File: config.mk
export PLATFORM = sky130hd
export DESIGN_NAME = timer_array_flat
export DESIGN_NICKNAME = d
export VERILOG_FILES = /design/src/rtl/timer_array_if.sv /design/src/rtl/timer_array.sv /design/src/flat_wrapper.sv
export SDC_FILE = /design/constraint.sdc
export NUM_CORES = 1
export LEC_CHECK = 0
export CAP_MARGIN = 40
export CORE_MARGIN = 2
export CORE_UTILIZATION = 40
export CTS_BUF_LIST = sky130_fd_sc_hd__clkbuf_16
export CTS_CLUSTER_DIAMETER = 30
export CTS_CLUSTER_SIZE = 25
export DETAILED_ROUTE_END_ITERATION = 8
export SKIP_CTS_REPAIR_TIMING = 1
export SLEW_MARGIN = 20
export SYNTH_ARGS = -nofsm -noshare
export SYNTH_HDL_FRONTEND = slang
export SYNTH_SLANG_ARGS = --single-unit
File: constraint.sdc
create_clock -name clk -period 3.6 [get_ports clk]
set_input_delay 1.08 -clock clk [delete_from_list [all_inputs] [get_ports clk]]
set_output_delay 1.08 -clock clk [all_outputs]
set_load 0.01 [all_outputs]
File: src/rtl/timer_array_if.sv
// Register-window bus between the address bridge and the timer array.
interface timer_array_if;
    logic [29:0] Addr;
    logic        WE;
    logic [3:0]  byteen;
    logic [31:0] Din;
    logic [31:0] Dout;

    modport master (
        output Addr,
        output WE,
        output byteen,
        output Din,
        input  Dout
    );

    modport slave (
        input  Addr,
        input  WE,
        input  byteen,
        input  Din,
        output Dout
    );
endinterface

File: src/rtl/timer_array.sv
// Array of independent down-counting interval timers behind one register window.
// Each channel: CTRL (EN/MODE/IM), PRESET, COUNT (ro), STATUS (W1C pending + state code).
module timer_array #(
    parameter int unsigned NUM_CH = 2,
    parameter int unsigned CNT_W  = 32
) (
    input  logic              clk,
    input  logic              reset,
    timer_array_if.slave      bus,
    output logic [NUM_CH-1:0] IRQ,
    output logic              irq_any
);

    localparam int unsigned CB = (NUM_CH > 1) ? $clog2(NUM_CH) : 1;

    typedef enum logic [1:0] {
        ST_IDLE = 2'd0,
        ST_LOAD = 2'd1,
        ST_CNT  = 2'd2,
        ST_INT  = 2'd3
    } state_t;

    logic [1:0]               reg_sel;
    logic [CB-1:0]            ch_sel;
    logic [NUM_CH-1:0][31:0]  rd_word;
    logic                     unused_bus;

    // Address decode: 4 registers per channel, higher address bits ignored
    assign reg_sel = bus.Addr[1:0];
    assign ch_sel  = bus.Addr[1+CB:2];

    // Bits of the bus that only some parameterisations consume
    assign unused_bus = ^{bus.Addr[29:2+CB], bus.Din[31:4], bus.byteen[3:1]};

    for (genvar i = 0; i < int'(NUM_CH); i++) begin : g_ch
        state_t           state_q;
        state_t           state_d;
        logic             en_q;
        logic [1:0]       mode_q;
        logic             im_q;
        logic [CNT_W-1:0] preset_q;
        logic [CNT_W-1:0] count_q;
        logic             pending_q;
        logic             sel;
        logic             wr_ctrl;
        logic             wr_preset;
        logic             wr_status;
        logic             auto_reload;
        logic             load_c;
        logic             dec_c;
        logic             set_pend_c;
        logic             clr_en_c;
        logic [CNT_W-1:0] preset_wdata;
        logic [31:0]      rd_c;

        assign sel         = bus.WE && (ch_sel == CB'(i));
        assign wr_ctrl     = sel && (reg_sel == 2'd0) && bus.byteen[0];
        assign wr_preset   = sel && (reg_sel == 2'd1);
        assign wr_status   = sel && (reg_sel == 2'd3) && bus.byteen[0] && bus.Din[0];
        assign auto_reload = (mode_q == 2'b01);

        // Byte-enable merge of write data into PRESET; bits above CNT_W drop out
        always_comb begin
            preset_wdata = preset_q;
            for (int b = 0; b < int'(CNT_W); b++) begin
                if (bus.byteen[b / 8]) begin
                    preset_wdata[b] = bus.Din[b];
                end
            end
        end

        // FSM state register
        always_ff @(posedge clk or negedge reset) begin
            if (!reset) begin
                state_q <= ST_IDLE;
            end else begin
                state_q <= state_d;
            end
        end

        // FSM next state; a cleared EN forces IDLE from any state
        always_comb begin
            state_d = state_q;
            if (!en_q) begin
                state_d = ST_IDLE;
            end else begin
                case (state_q)
                    ST_IDLE: state_d = ST_LOAD;
                    ST_LOAD: state_d = ST_CNT;
                    ST_CNT:  if (count_q == '0) state_d = ST_INT;
                    ST_INT:  state_d = auto_reload ? ST_LOAD : ST_IDLE;
                    default: state_d = ST_IDLE;
                endcase
            end
        end

        // FSM outputs; pending is raised on the edge that enters INT
        always_comb begin
            load_c     = 1'b0;
            dec_c      = 1'b0;
            set_pend_c = 1'b0;
            clr_en_c   = 1'b0;
            if (en_q) begin
                case (state_q)
                    ST_LOAD: load_c = 1'b1;
                    ST_CNT: begin
                        if (count_q == '0) begin
                            set_pend_c = 1'b1;
                        end else begin
                            dec_c = 1'b1;
                        end
                    end
                    ST_INT:  clr_en_c = !auto_reload;
                    default: ;
                endcase
            end
        end

        // Register file and counter; a new INT beats a same-cycle W1C
        always_ff @(posedge clk or negedge reset) begin
            if (!reset) begin
                en_q      <= 1'b0;
                mode_q    <= 2'b00;
                im_q      <= 1'b0;
                preset_q  <= '0;
                count_q   <= '0;
                pending_q <= 1'b0;
            end else begin
                if (wr_ctrl) begin
                    {im_q, mode_q, en_q} <= bus.Din[3:0];
                end else if (clr_en_c) begin
                    en_q <= 1'b0;
                end
                if (wr_preset) begin
                    preset_q <= preset_wdata;
                end
                if (load_c) begin
                    count_q <= preset_q;
                end else if (dec_c) begin
                    count_q <= count_q - CNT_W'(1);
                end
                if (set_pend_c) begin
                    pending_q <= 1'b1;
                end else if (wr_status) begin
                    pending_q <= 1'b0;
                end
            end
        end

        // Read word for this channel
        always_comb begin
            rd_c = '0;
            case (reg_sel)
                2'd0: rd_c[3:0]       = {im_q, mode_q, en_q};
                2'd1: rd_c[CNT_W-1:0] = preset_q;
                2'd2: rd_c[CNT_W-1:0] = count_q;
                default: rd_c[3:0]    = {state_q, 1'b0, pending_q};
            endcase
        end

        assign rd_word[i] = rd_c;
        assign IRQ[i]     = pending_q & im_q;
    end

    // Combinational read mux; nonexistent channels read zero
    assign bus.Dout = (32'(ch_sel) < NUM_CH) ? rd_word[ch_sel] : 32'h0;

    assign irq_any = |IRQ;

endmodule

File: src/flat_wrapper.sv
// flat-port wrapper written by rule: the top's interface ports become plain ports
module timer_array_flat 
#(
    parameter int unsigned NUM_CH = 2,
    parameter int unsigned CNT_W  = 32
)
  (clk, reset, IRQ, irq_any, bus_Addr, bus_WE, bus_byteen, bus_Din, bus_Dout);
  timer_array_if bus_i ();
  input  logic clk;
  input  logic reset;
  output logic [NUM_CH-1:0] IRQ;
  output logic irq_any;
  input wire logic [$bits(bus_i.Addr)-1:0] bus_Addr;
  input wire logic [$bits(bus_i.WE)-1:0] bus_WE;
  input wire logic [$bits(bus_i.byteen)-1:0] bus_byteen;
  input wire logic [$bits(bus_i.Din)-1:0] bus_Din;
  output wire logic [$bits(bus_i.Dout)-1:0] bus_Dout;
  assign bus_i.Addr = bus_Addr;
  assign bus_i.WE = bus_WE;
  assign bus_i.byteen = bus_byteen;
  assign bus_i.Din = bus_Din;
  assign bus_Dout = bus_i.Dout;
  timer_array #(.NUM_CH(NUM_CH), .CNT_W(CNT_W)) u_core (.clk(clk), .reset(reset), .bus(bus_i), .IRQ(IRQ), .irq_any(irq_any));
endmodule
==> results by stage <==
Run status:
- The flow ran to the end, and the final reports show no timing, DRC or antenna violations.

Logic synthesis:
- In the synthesized netlist the dominant register cell turns out to be sky130_fd_sc_hd__dfrtp_1.
- The average instance in the mapped netlist occupies 9.580 sq um.
- The flip-flop and latch count after synthesis is 142.
- For this run, the number of Yosys warnings is 0.
- Synthesis handed over a netlist of 877 instances.
- The share of the Yosys chip area taken by registers is 0.4229.
- The number of nets in the synthesized netlist is 961.
- For this run, asynchronously set or reset flops after synthesis account for 1.000.
- After synthesis, the netlist uses 56 different library cells.
- Yosys mapped a number of flops with a built-in enable equal to 0.
- The cell area that synthesis handed to floorplanning was 8402 sq um.

Timing:
- The slew at the pin closest to its max-slew limit is 802.2 ps.
- Setup repair after global routing left no endpoint under its margin.
- The number of max-slew violations in the final report is 0.
- Hold timing on the final database bottoms out at a slack of 518.0 ps.
- The final count of hold timing violations came to 0.
- The largest clock skew in the final design is 5.523 ps.
- For this run, the top clock speed supported by timing is 0.2827 GHz.
- The max-slew headroom at the worst pin is 0.4607.
- The number of setup violations in the final report is 0.
- Dividing the final minimum period by the clock period gives 0.9827.
- The final period demand of the worst path is 3538 ps.

Floorplan:
- The total area inside the core boundary comes to 20820 sq um.
- After floorplanning, the core was divided into 53 placement rows.
- The die area is 22180 sq um.
- The starting utilization of the core area is 0.4035.
- The die height is 148.9 microns.
- 104 I/O pins were placed.
- The floorplan step set the die width to 148.9 microns.

CTS:
- The clock transition at the registers of the reported paths is 60 ps.
- The CTS buffer count is 17.
- The number of H-tree branching levels is 4.
- TritonCTS built the clock tree.
- Clock tree synthesis selected as its root buffer the cell sky130_fd_sc_hd__clkbuf_16.
- The sink count of the clock tree is 142.
- The clock tree buffer depth is 2.
- The clock insertion delay at the later pin of the skew report is 430 ps.

Critical path:
- The end of the worst register-to-register path is u_core.g_ch[1].count_q[12].
- The arrival time at the worst endpoint is 2460 ps.
- The register-to-register path setup slack is 750 ps.
- The kind of start point of the critical path is an input port.
- The worst setup path is captured at a primary output.
- In this run the worst path has a maximum fanout of 20.
- The critical path is of the in2out type.
- The startpoint identified for the worst register-to-register timing path is u_core.g_ch[1].count_q[17].
- The required time of the critical path is 2520 ps.
- The worst register-to-register path has a depth of 5.

Min path:
- The worst hold path begins at u_core.g_ch[0].preset_q[21].
- The path type of the worst min-delay path is reg2reg.
- The number of cells on the worst hold path is 2.
- The worst hold path terminates at u_core.g_ch[0].count_q[21].

Layout:
- The fraction of final layout cells with drive strength greater than 1 is 0.2406.
- The finished layout holds 1260 standard cells, fillers aside.
- The count of inserted antenna diode cells is 0.
- The post-synthesis to final-layout area growth is 29.47%.
- The net count of the finished layout is 1056.

Placement:
- The global placer's final weighted congestion is 0.8552.
- The detailed-placement wirelength estimate is 20.06 mm.
- The total of buffers placed on input and output ports is 76.
- The number of cells in the design after placement is 1226.

GRT:
- For this run the aggregate overflow at the end of global routing stands at 0.
- The number of global-route vias before repair is 7606.
- The initial antenna violation count is 0.
- The first global-routing pass estimated 43.60 mm of wire.
- The total routing resource utilization after global routing is 0.2554.
- The largest net degree at the start of global routing is 71.

Run:
- The total of max-cap violations is 0.

Pwr:
- The highest ir drop seen on vdd is 0.3523 mV.
- The power per unit of standard cell area is 622.9 nW/um^2.
- The post-layout total power is 6.776 mW.
- Summed over all cells, the static leakage comes to 4.644 nW.

Drt:
- The DRC violation count after routing is 0.
- The via density per instance is 6.354.
- The total wire length is 28.07 mm.
- The number of nets with antenna violations after detailed routing is 0.
- The pre-antenna-repair detailed-routing pass consisted of 7 iterations.
- The initial detailed-routing violation count is 720.
- Summing over every cut layer, the via total after detailed routing is 8006.
- The average routed wire per standard cell is 22.28 microns.
## cells in the final DEF, fill, tap and decap left out, types with 21 or more instances in the layout
cell                              count
sky130_fd_sc_hd__clkdlybuf4s50_1     40
sky130_fd_sc_hd__a31oi_1             24
sky130_fd_sc_hd__mux2_2              68
sky130_fd_sc_hd__a221oi_1            32
sky130_fd_sc_hd__or3_1               25
sky130_fd_sc_hd__o21ai_0             28
sky130_fd_sc_hd__a221oi_2            23
sky130_fd_sc_hd__buf_4               57
sky130_fd_sc_hd__nor2_1              52
sky130_fd_sc_hd__inv_1               21
sky130_fd_sc_hd__nor3_1              44
sky130_fd_sc_hd__dfrtp_1            142
sky130_fd_sc_hd__nand3_1             50
sky130_fd_sc_hd__dlymetal6s2s_1      31
sky130_fd_sc_hd__or4_1               38
sky130_fd_sc_hd__nand2_1             51
sky130_fd_sc_hd__nand4_1             24
## sequential cells by signal, indices dropped and copies added (netlist names)
| name | flops |
|---|---|
| u_core.g_ch.pending_q | 2 |
| u_core.g_ch.mode_q | 4 |
| u_core.g_ch.count_q | 64 |
| u_core.g_ch.en_q | 2 |
| u_core.g_ch.preset_q | 64 |
| u_core.g_ch.state_q | 4 |
| u_core.g_ch.im_q | 2 |
## worst max path at each step
stage | from | endpoint | slack [ps] | depth (start not counted)
finish | bus_Addr[0] | bus_Dout[25] | 60 | 9
CTS | bus_Addr[1] | bus_Dout[4] | -820 | 6
global route | bus_Addr[0] | bus_Dout[0] | 6 | 7
detailed placement | bus_Addr[1] | bus_Dout[21] | -790 | 8
global placement | bus_Addr[0] | bus_Dout[21] | -780 | 9
floorplan | bus_Addr[0] | bus_Dout[1] | 10 | 7
## power by group
part / switching, mW / internal (mW)
Clock: 0.730 / 1.16
Combinational: 1.05 / 0.980
Sequential: 0.742 / 2.12
Total: 2.52 / 4.25
## cells by family after synthesis
family,share of synthesized area
buffers and inverters,0.04587
AND/OR/NAND/NOR,0.2204
XOR/XNOR,0.001043
flip-flops,0.4229
adder cells (fa/ha/maj),0.02234
AO/OA/AOI/OAI,0.1888
multiplexers,0.09858
## worst max-delay path: stages
cell and delay [ps]:
sky130_fd_sc_hd__buf_4 110, sky130_fd_sc_hd__inv_2 50, sky130_fd_sc_hd__ha_4 180, sky130_fd_sc_hd__buf_12 170, sky130_fd_sc_hd__buf_12 160, sky130_fd_sc_hd__a221oi_1 290, sky130_fd_sc_hd__buf_4 180, sky130_fd_sc_hd__nor3_1 40
sky130_fd_sc_hd__dlymetal6s2s_1 180
## synthesized netlist by cell type (all sizes together), types with 2 or more instances
library cell | number | area [sq um]
a31oi | 24 | 150.1
nor2 | 53 | 198.9
a31o | 5 | 43.79
nor3b | 2 | 15.01
nand2 | 52 | 195.2
mux2 | 68 | 765.7
o41ai | 3 | 33.79
nand3 | 50 | 250.2
ha | 15 | 187.7
a21oi | 7 | 35.03
and4 | 2 | 17.52
nor4 | 16 | 118.9
nand4 | 24 | 150.1
o311ai | 14 | 122.6
clkbuf | 59 | 221.5
and2 | 6 | 37.54
o21ai | 29 | 145.1
a211oi | 2 | 15.01
clkinv | 2 | 7.510
o211ai | 18 | 135.1
a222oi | 8 | 80.08
mux2i | 4 | 40.04
a221oi | 57 | 499.2
a22oi | 13 | 97.59
inv | 24 | 90.08
a2111oi | 2 | 17.52
dfrtp | 142 | 3553
nor4b | 3 | 26.28
buf | 13 | 66.31
a211o | 6 | 52.55
nor2b | 2 | 12.51
or2 | 6 | 37.54
or4 | 42 | 330.3
and3 | 6 | 37.54
nor3 | 48 | 240.2
o31ai | 13 | 97.59
or3 | 25 | 156.4
a32oi | 2 | 17.52
## routing by layer
layer / vias to the layer above / part of all wire / GRT usage
met3: 39 / 0.064 / 0.04190
met1: 4003 / 0.43 / 0.3511
met5: - / 0 / 0
li1: 3653 / - / -
met2: 311 / 0.49 / 0.4147
met4: 0 / 0.021 / 0.07905
## metrics by stage
step	cell area [sq um]	worst slack, ps	setup TNS (ps)	utilization
after global routing	10880	5.569	0	0.5224
final	10880	62.35	0	0.5224
after detailed placement	9915	-789.6	-22370	0.4761
after CTS	10530	-816.8	-22550	0.5059
after global placement	9883	-779.9	-21530	0.4746
after floorplan	8408	14.24	0	-
## layout make-up
class / count / area (sq um)
Sequential cell: 142 / 3553
Timing Repair Buffer: 148 / 1549
Inverter: 26 / 100.1
Multi-Input combinational cell: 637 / 4712
Fill cell: 1935 / 9945
Clock inverter: 15 / 193.9
Tap cell: 275 / 344.1
Clock buffer: 17 / 425.4
Power figures use the tool's default switching activity.
